$ cat config.mk
export PLATFORM = sky130hd
export DESIGN_NAME = dmem_dma_engine
export DESIGN_NICKNAME = d
export VERILOG_FILES = /design/src/rtl/dmem_dma_engine.sv
export SDC_FILE = /design/constraint.sdc
export NUM_CORES = 1
export LEC_CHECK = 0
export ABC_CLOCK_PERIOD_IN_PS = 3600
export CAP_MARGIN = 20
export CORE_MARGIN = 4
export CORE_UTILIZATION = 45
export DETAILED_ROUTE_END_ITERATION = 7
export GPL_TIMING_DRIVEN = 1
export HOLD_SLACK_MARGIN = 0.02
export MAX_ROUTING_LAYER = met4
export PLACE_DENSITY = 0.75
export SYNTH_ARGS = -nofsm -noshare
export SYNTH_HDL_FRONTEND = slang
export SYNTH_SLANG_ARGS = --single-unit
$ cat constraint.sdc
create_clock -name clock -period 3.6 [get_ports clock]
set_clock_uncertainty 0.2 [all_clocks]
set_input_delay 0.72 -clock clock [delete_from_list [all_inputs] [get_ports clock]]
set_output_delay 0.72 -clock clock [all_outputs]
set_load 0.05 [all_outputs]
$ cat src/rtl/dmem_dma_engine.sv
// Block-copy / block-fill bus initiator for the data-memory port.
// Copy moves one word per READ+WRITE pair; fill writes one word per WRITE cycle.
module dmem_dma_engine #(
  parameter int LEN_W = 6
) (
  input  logic             clock,
  input  logic             clrn,
  input  logic             start,
  input  logic             mode,
  input  logic [31:0]      src_addr,
  input  logic [31:0]      dst_addr,
  input  logic [LEN_W-1:0] len,
  input  logic [31:0]      fill_value,
  input  logic             grant,
  input  logic [31:0]      mem_rdata,
  output logic [31:0]      mem_addr,
  output logic [31:0]      mem_wdata,
  output logic             mem_we,
  output logic             busy,
  output logic             done,
  output logic             err
);

  localparam logic [1:0] S_IDLE  = 2'd0;
  localparam logic [1:0] S_READ  = 2'd1;
  localparam logic [1:0] S_WRITE = 2'd2;
  localparam logic [1:0] S_FIN   = 2'd3;

  logic [1:0]       state_q, state_d;
  logic [31:0]      src_q, src_d;
  logic [31:0]      dst_q, dst_d;
  logic [LEN_W-1:0] rem_q, rem_d;
  logic             mode_q, mode_d;
  logic [31:0]      fill_q, fill_d;
  logic [31:0]      buf_q, buf_d;
  logic             err_q, err_d;

  always_comb begin
    state_d = state_q;
    src_d   = src_q;
    dst_d   = dst_q;
    rem_d   = rem_q;
    mode_d  = mode_q;
    fill_d  = fill_q;
    buf_d   = buf_q;
    err_d   = err_q;
    case (state_q)
      S_IDLE: begin
        err_d = 1'b0;
        if (start) begin
          // Source alignment only matters when the source is actually read.
          if (len == '0) begin
            state_d = S_FIN;
          end else if ((!mode && src_addr[1:0] != 2'b00) || dst_addr[1:0] != 2'b00) begin
            state_d = S_FIN;
            err_d   = 1'b1;
          end else begin
            src_d   = src_addr;
            dst_d   = dst_addr;
            rem_d   = len;
            mode_d  = mode;
            fill_d  = fill_value;
            state_d = mode ? S_WRITE : S_READ;
          end
        end
      end
      S_READ: begin
        if (grant) begin
          buf_d   = mem_rdata;
          src_d   = src_q + 32'd4;
          state_d = S_WRITE;
        end
      end
      S_WRITE: begin
        if (grant) begin
          dst_d = dst_q + 32'd4;
          rem_d = rem_q - {{(LEN_W-1){1'b0}}, 1'b1};
          if (rem_q == {{(LEN_W-1){1'b0}}, 1'b1}) state_d = S_FIN;
          else                                     state_d = mode_q ? S_WRITE : S_READ;
        end
      end
      default: state_d = S_IDLE;
    endcase
  end

  always_ff @(posedge clock) begin
    if (!clrn) begin
      state_q <= S_IDLE;
      src_q   <= '0;
      dst_q   <= '0;
      rem_q   <= '0;
      mode_q  <= 1'b0;
      fill_q  <= '0;
      buf_q   <= '0;
      err_q   <= 1'b0;
    end else begin
      state_q <= state_d;
      src_q   <= src_d;
      dst_q   <= dst_d;
      rem_q   <= rem_d;
      mode_q  <= mode_d;
      fill_q  <= fill_d;
      buf_q   <= buf_d;
      err_q   <= err_d;
    end
  end

  always_comb begin
    mem_addr  = 32'd0;
    mem_wdata = 32'd0;
    if (state_q == S_READ)  mem_addr = src_q;
    if (state_q == S_WRITE) begin
      mem_addr  = dst_q;
      mem_wdata = mode_q ? fill_q : buf_q;
    end
  end

  assign mem_we = (state_q == S_WRITE) && grant;
  assign busy   = (state_q == S_READ) || (state_q == S_WRITE);
  assign done   = (state_q == S_FIN);
  assign err    = (state_q == S_FIN) && err_q;

endmodule

==> reports/summary.txt, run 1 <==
Initial antenna violation count: 0
Largest net degree at the start of global routing: 58
Top FF cell, synth: dfxtp_1
FMAX: 0.285 GHz
CP max-delay cell: clkdlybuf4s50_1
Sequential share of power: 29.5%
RSZ-0062 raised after global routing: no
Hold Crit Class: reg -> reg
Sequential area share after synthesis: 33.9%
Number of flops mapped to enable cells by yosys: 0
Fin crit share: 97.3%
Levels on crit path: 6
Synthesis-to-finish area growth: 35.9%
Yosys warning count: 0
GP Congestion: 1.01
Share of the synthesized area in the top cell type: 33.9%
CTS tree: built
Sink Count: 138
Longest Clk Path Bufs: 2
Postcts setup bufs: 0
Critical Path Source: state_q[0]
Max-slew violation count: 0
Drt via density: 6.07
Rows: 48
Most frequent cell after synthesis: nand2_1
Routed via count: 9,106
Worst Path Required: 2.68 ns
Hold Vio Cnt, Final: 0
Syn Inst Count: 1,105
Iteration-0 DRC Markers: 922
Antenna cells: 0
Status: finished, final reports clean
Post-route ant nets: 0
First-pass GRT wire length: 44,800 µm
Drt total wl: 29,000 µm
Cell Chain, Critical Path: inv_1 > ha_4 > buf_12 > nand2_1 > o21ai_0 > clkdlybuf4s50_1
Die H: 143 µm
Layout cell share with drive strength beyond 1: 10.7%
Cts repair resizes: 0
CP max stage delay: 0.84 ns
Synth cell count leaders: 238 x nand2_1, 138 x dfxtp_1, 112 x a21oi_1
Clock root buffer master: clkbuf_16
Final setup viols: 0
Setup TNS: 0 ns
Syn Nets: 1,252
Hold_buf cts: 0
CTS buffer count: 17
Setup crit start kind: flop
FF-to-FF Start: state_q[1]
Static Leakage: 3.89 nW
Ports: 207
Pwr/cell area: 735 mW/mm²
# nets final: 1,410
Routed WL per cell: 19.3 µm
WP buf/inv: 3
Synth area leaders: dfxtp_1 34%, nand2_1 11%, a21oi_1 6.9%
GRT Util Overall: 28.2%
Critical Path End Type: primary output
Die X: 143 µm
Post-Syn Area per Cell: 7.37 µm²
H-tree levels: 4
Switch share: 45.8%
Max_cap viols: 0
Worst Setup EP: mem_addr[25]
WHS: 0.252 ns
Reg2Reg Setup Slack: 0.66 ns
Initial Utilization: 46.5%
Min Tclk post-route: 3.50 ns
Total die area: 0.0203 mm²
Clock latency at the later pin of the worst-skew pair: 0.43 ns
Number of detailed-route iterations in the first pass: 5
Worst EP arrival: 2.58 ns
Internal Power: 4.41 mW
Unique masters post-synth: 73
Psw: 3.73 mW
Clock group share of total power: 23.4%
Utilization after layout: 63.2%
Remaining DRCs: 0
Combinational power share: 47.1%
Relative slew margins: 39.4%
Cell Area, Synth: 0.00815 mm²
Maximum vdd drop: 0.477 mV
Terminus of the critical flop-to-flop path: src_q[31]
CP top delay family: buffers and inverters
Ys async rst share: 0%
Clock-pin slew on the worst setup and hold paths: 0.06 ns
Critical Setup Path Class: reg -> out
Worst-path maximum fanout: 48
Yosys reg bits: 138
Leading area contributor after synthesis: dfxtp_1
Core area: 0.0175 mm²
Vias in the first global route: 8,410
R2R cell count: 8
# port buffers: 206
Dpl hpwl: 20,000 µm
Actual slew at the worst max-slew pin: 0.908 ns
Gr ovfl total: 0
==> power groups by stage <==
stage / Combinational (mW) / Sequential (mW) / Clock [mW]
5_1_grt: 4.12 / 2.44 / 1.98
3_3_place_gp: 3.73 / 2.40 / 0
2_1_floorplan: 2.66 / 2.21 / 0
3_5_place_dp: 3.77 / 2.41 / 0
6_report: 3.83 / 2.40 / 1.90
4_1_cts: 3.79 / 2.38 / 1.91
==> worst register-to-register path: stages, from the launching register on <==
cell	delay, ns
dfxtp_1	0.40
inv_1	0.09
ha_2	0.28
inv_1	0.49
nor2_1	0.22
a21o_1	0.41
buf_4	0.28
a211o_1	0.28
a221oi_2	0.20
==> placed cells by master (no fill, tap or decap), types with 6 or more instances in the layout <==
cell type	instances
a211o_1	6
a211oi_1	16
a21oi_1	112
a31oi_1	26
and2_1	8
and3_1	13
and4_1	6
buf_12	15
buf_4	56
clkbuf_16	17
clkdlybuf4s50_1	154
dfxtp_1	137
dlymetal6s2s_1	10
ha_1	6
inv_1	22
mux2i_1	35
nand2_1	238
nand3_1	31
nand4_1	18
nor2_1	64
nor2b_1	8
nor3_1	29
nor4_1	16
o211ai_1	10
o21a_1	9
o21ai_0	38
o221a_1	10
o22ai_1	8
o31a_1	11
o31ai_1	32
o41ai_1	7
or4_1	6
==> metrics by stage <==
stage               instances  cell area, µm²  setup WS, ns  power [mW]
global route             1501           11100        0.0302        8.54
finish                   1501           11100        0.0955        8.14
global placement         1469           10400         0.403        6.13
detailed placement       1469           10400         0.359        6.18
CTS                      1501           11100        0.0366        8.08
floorplan                1105            8150        0.0106        4.88
==> per-layer routing <==
metal / global-route usage, % / part of all wire [%] / vias to the layer above
met5: - / 0 / -
met1: 35.8 / 41 / 4228
met3: 6.05 / 9.8 / 48
li1: - / - / 4345
met2: 44.9 / 47 / 485
met4: 8.90 / 2.2 / 0
==> registers in the layout, summed over array words and instances, names as in the netlist <==
signal and flops:
mode_q 1, src_q 32, state_q 2, rem_q 6, fill_q 32, buf_q 32, err_q 1, dst_q 32
==> logic make-up (layout without fill, tap and decap cells) <==
kind of cell | after synthesis | count (layout) | share of synthesized area [%]
adders and majority gates | 8 | 8 | 1.23
muxes | 35 | 35 | 4.30
AOI/OAI and AO/OA | 336 | 336 | 28.0
buffers and inverters | 121 | 292 | 6.05
DFF | 138 | 138 | 33.9
and+or+nand+nor | 467 | 467 | 26.5
==> worst min-delay path by stage <==
stage	start	to	slack (ns)	cells past startpoint
floorplan	buf_q[0]	buf_q[0]	0.24	2
global placement	buf_q[29]	buf_q[29]	0.24	2
detailed placement	buf_q[22]	buf_q[22]	0.25	2
CTS	buf_q[22]	buf_q[22]	0.26	2
global route	buf_q[22]	buf_q[22]	0.27	2
finish	buf_q[8]	buf_q[8]	0.25	2
==> layout make-up <==
cell class	instances	area (µm²)
Multi-Input combinational cell	846	4920
Clock inverter	15	203
Fill cell	1630	6460
Timing Repair Buffer	235	2390
Sequential cell	138	2760
Inverter	25	95.1
Clock buffer	17	425
Tap cell	225	282
Note: power is estimated with default switching activity, not from simulation.
==> run 2, diff against run 1 <==
--- a/config.mk
+++ b/config.mk
@@ -13,7 +13,7 @@
 export GPL_TIMING_DRIVEN = 1
 export HOLD_SLACK_MARGIN = 0.02
 export MAX_ROUTING_LAYER = met4
-export PLACE_DENSITY = 0.75
+export PLACE_DENSITY = 0.79
 export SYNTH_ARGS = -nofsm -noshare
 export SYNTH_HDL_FRONTEND = slang
 export SYNTH_SLANG_ARGS = --single-unit
==> reports/summary.txt, run 2 (same netlist as run 1, synthesis figures left out) <==
Core area: 0.0175 mm² (unchanged)
# nets final: 1,415 (was 1,410)
Setup TNS: 0 ns (unchanged)
GRT Util Overall: 28.2% (about the same)
Combinational power share: 48.8% (was 47.1%)
Total die area: 0.0203 mm² (unchanged)
Routed via count: 9,203 (was 9,106)
FF-to-FF Start: state_q[1] (unchanged)
Hold path depth: 2 (unchanged)
Reg2Reg Setup Slack: 0.78 ns (was 0.66 ns)
Critical Setup Path Class: reg -> out (unchanged)
Setup crit start kind: flop (unchanged)
Max-slew violation count: 0 (unchanged)
WHS: 0.254 ns (was 0.252 ns)
Worst-path maximum fanout: 36 (was 48)
R2R cell count: 8 (unchanged)
CP max stage delay: 0.85 ns (was 0.84 ns)
Min Tclk post-route: 3.40 ns (was 3.50 ns)
Status: finished, final reports clean (unchanged)
Most Used Layer, Global Route: met2 (unchanged)
Synthesis-to-finish area growth: 35.3% (was 35.9%)
Ports: 207 (unchanged)
# port buffers: 206 (unchanged)
Dpl hpwl: 20,300 µm (was 20,000 µm)
Met3 GRT Util: 6.85% (was 6.05%)
Die X: 143 µm (unchanged)
Sequential share of power: 30.2% (was 29.5%)
Drt total wl: 28,800 µm (was 29,000 µm)
FMAX: 0.294 GHz (was 0.285 GHz)
Rows: 48 (unchanged)
Sink Count: 138 (unchanged)
Fin crit share: 94.4% (was 97.3%)
Critical Path Source: state_q[0] (unchanged)
Psw: 3.68 mW (was 3.73 mW)
RSZ-0062 raised after global routing: no (unchanged)
Initial antenna violation count: 0 (unchanged)
Number of non-filler instances in the completed layout: 1,506 (was 1,501)
Longest Clk Path Bufs: 2 (unchanged)
Pwr/cell area: 727 mW/mm² (was 735 mW/mm²)
Hold Crit Class: reg -> reg (unchanged)
Hold_buf cts: 0 (unchanged)
Clock group share of total power: 21.1% (was 23.4%)
Iteration-0 DRC Markers: 916 (was 922)
H-tree levels: 4 (unchanged)
Worst Min Path Start: fill_q[11] (was buf_q[8])
Commonest non-fill, non-tap cell in the layout: nand2_1 (unchanged)
GP Congestion: 0.965 (was 1.01)
Final setup viols: 0 (unchanged)
CTS tree: built (unchanged)
Routed WL per cell: 19.1 µm (was 19.3 µm)
Critical Path End Type: primary output (unchanged)
Die H: 143 µm (unchanged)
Maximum vdd drop: 0.496 mV (was 0.477 mV)
Layout cell share with drive strength beyond 1: 11.8% (was 10.7%)
CTS buffer count: 17 (unchanged)
Post-route ant nets: 0 (unchanged)
Static Leakage: 3.73 nW (was 3.89 nW)
First-pass GRT wire length: 45,000 µm (was 44,800 µm)
Worst EP arrival: 2.48 ns (was 2.58 ns)
Inst Count DP: 1,473 (was 1,469)
Clock latency at the later pin of the worst-skew pair: 0.43 ns (about the same)
Switch share: 45.9% (was 45.8%)
CP max-delay cell: clkdlybuf4s50_1 (unchanged)
Met1 Usage GRT: 35.4% (was 35.8%)
Largest net degree at the start of global routing: 70 (was 58)
Initial Utilization: 46.5% (unchanged)
Vias in the first global route: 8,504 (was 8,410)
Actual slew at the worst max-slew pin: 0.671 ns (was 0.908 ns)
Clock-pin slew on the worst setup and hold paths: 0.06 ns (about the same)
Hold Vio Cnt, Final: 0 (unchanged)
Grt met2 use: 43.5% (was 44.9%)
Clock root buffer master: clkbuf_16 (unchanged)
Gr ovfl total: 0 (unchanged)
Most frequent cells in the layout: 238 x nand2_1, 154 x clkdlybuf4s50_1, 137 x dfxtp_1 (unchanged)
Worst Path Required: 2.68 ns (about the same)
Antenna cells: 0 (unchanged)
Relative slew margins: 54.9% (was 39.4%)
Internal Power: 4.34 mW (was 4.41 mW)
Number of detailed-route iterations in the first pass: 5 (unchanged)
Max_cap viols: 0 (unchanged)
Terminus of the critical flop-to-flop path: src_q[19] (was src_q[31])
Remaining DRCs: 0 (unchanged)
Drt via density: 6.11 (was 6.07)
Cell Chain, Critical Path: inv_1 > ha_4 > buf_4 > o21ai_0 > clkdlybuf4s50_1 (was inv_1 > ha_4 > buf_12 > nand2_1 > o21ai_0 > clkdlybuf4s50_1)
Cts repair resizes: 0 (unchanged)
Hold Crit Endpoint: fill_q[11] (was buf_q[8])
[run 2: changes by cell type in the layout (fill, tap and decap cells not counted), sizes merged]
cell	delta
clkinv	+6
inv	-7
bufinv	-2
dlymetal6s2s	-10
clkbuf	+2
clkinvlp	+1
buf	+15
[run 2: worst max-delay path by stage]
stage                   endpoint  cells past startpoint  slack [ns]
detailed placement      src_q[3]                      7        0.42
global route        mem_addr[16]                      5        0.12
CTS                 mem_addr[16]                      5        0.06
global placement       src_q[31]                      7        0.44
floorplan           mem_addr[15]                      7        0.01
finish              mem_addr[16]                      5        0.20
[run 2: final cells by class]
class	instances	area [µm²]
clock buffer	19	443
clock inverter	13	120
fill	1583	6510
inverter	25	95.1
multi-input combinational	846	4920
sequential	138	2760
tap	225	282
timing repair buffer	240	2400
[run 2: metrics by stage]
stage,setup WS (ns),cell area (µm²),utilization [%],power (mW)
5_1_grt,0.115,11000,62.9,8.44
3_5_place_dp,0.424,10400,59.5,6.23
6_report,0.200,11000,62.9,8.02
4_1_cts,0.0623,11000,62.7,7.92
2_1_floorplan,0.0106,8150,-,4.88
3_3_place_gp,0.442,10400,59.5,6.20
[run 2: repair_timing]
| action | 4_1_cts | 5_1_grt |
|---|---|---|
| endpoints found under the hold margin | 0 | 0 |
| buffers inserted | 0 | 1 |
| setup endpoints to repair | 0 | 7 |
[run 2: worst max-delay path: cells and delay by family (launching register included)]
kind                     cells  cell delay (ns)
AO/OA/AOI/OAI                1             0.17
adder cells (fa/ha/maj)      1             0.30
buffers and inverters        3             1.19
flip-flops                   1             0.39
[run 2: layer usage]
layer,up-vias,routed length (µm)
li1,4364,-
met1,4246,11600
met3,78,2920
met4,0,1060
met2,515,13300
met5,-,0
[run 2: power by group through the flow]
stage                     clock [mW]  sequential [mW]  combinational, mW
after global routing            1.76             2.46               4.22
final                           1.69             2.42               3.91
after CTS                       1.70             2.39               3.82
after floorplan                    0             2.21               2.66
after global placement             0             2.42               3.78
after detailed placement           0             2.42               3.81
==> run 3, diff against run 2 <==
--- a/config.mk
+++ b/config.mk
@@ -9,6 +9,7 @@
 export CAP_MARGIN = 20
 export CORE_MARGIN = 4
 export CORE_UTILIZATION = 45
+export CTS_CLUSTER_SIZE = 20
 export DETAILED_ROUTE_END_ITERATION = 7
 export GPL_TIMING_DRIVEN = 1
 export HOLD_SLACK_MARGIN = 0.02
==> results of run 3 <==
Final layout, timing and power as in run 2 (identical DEF).
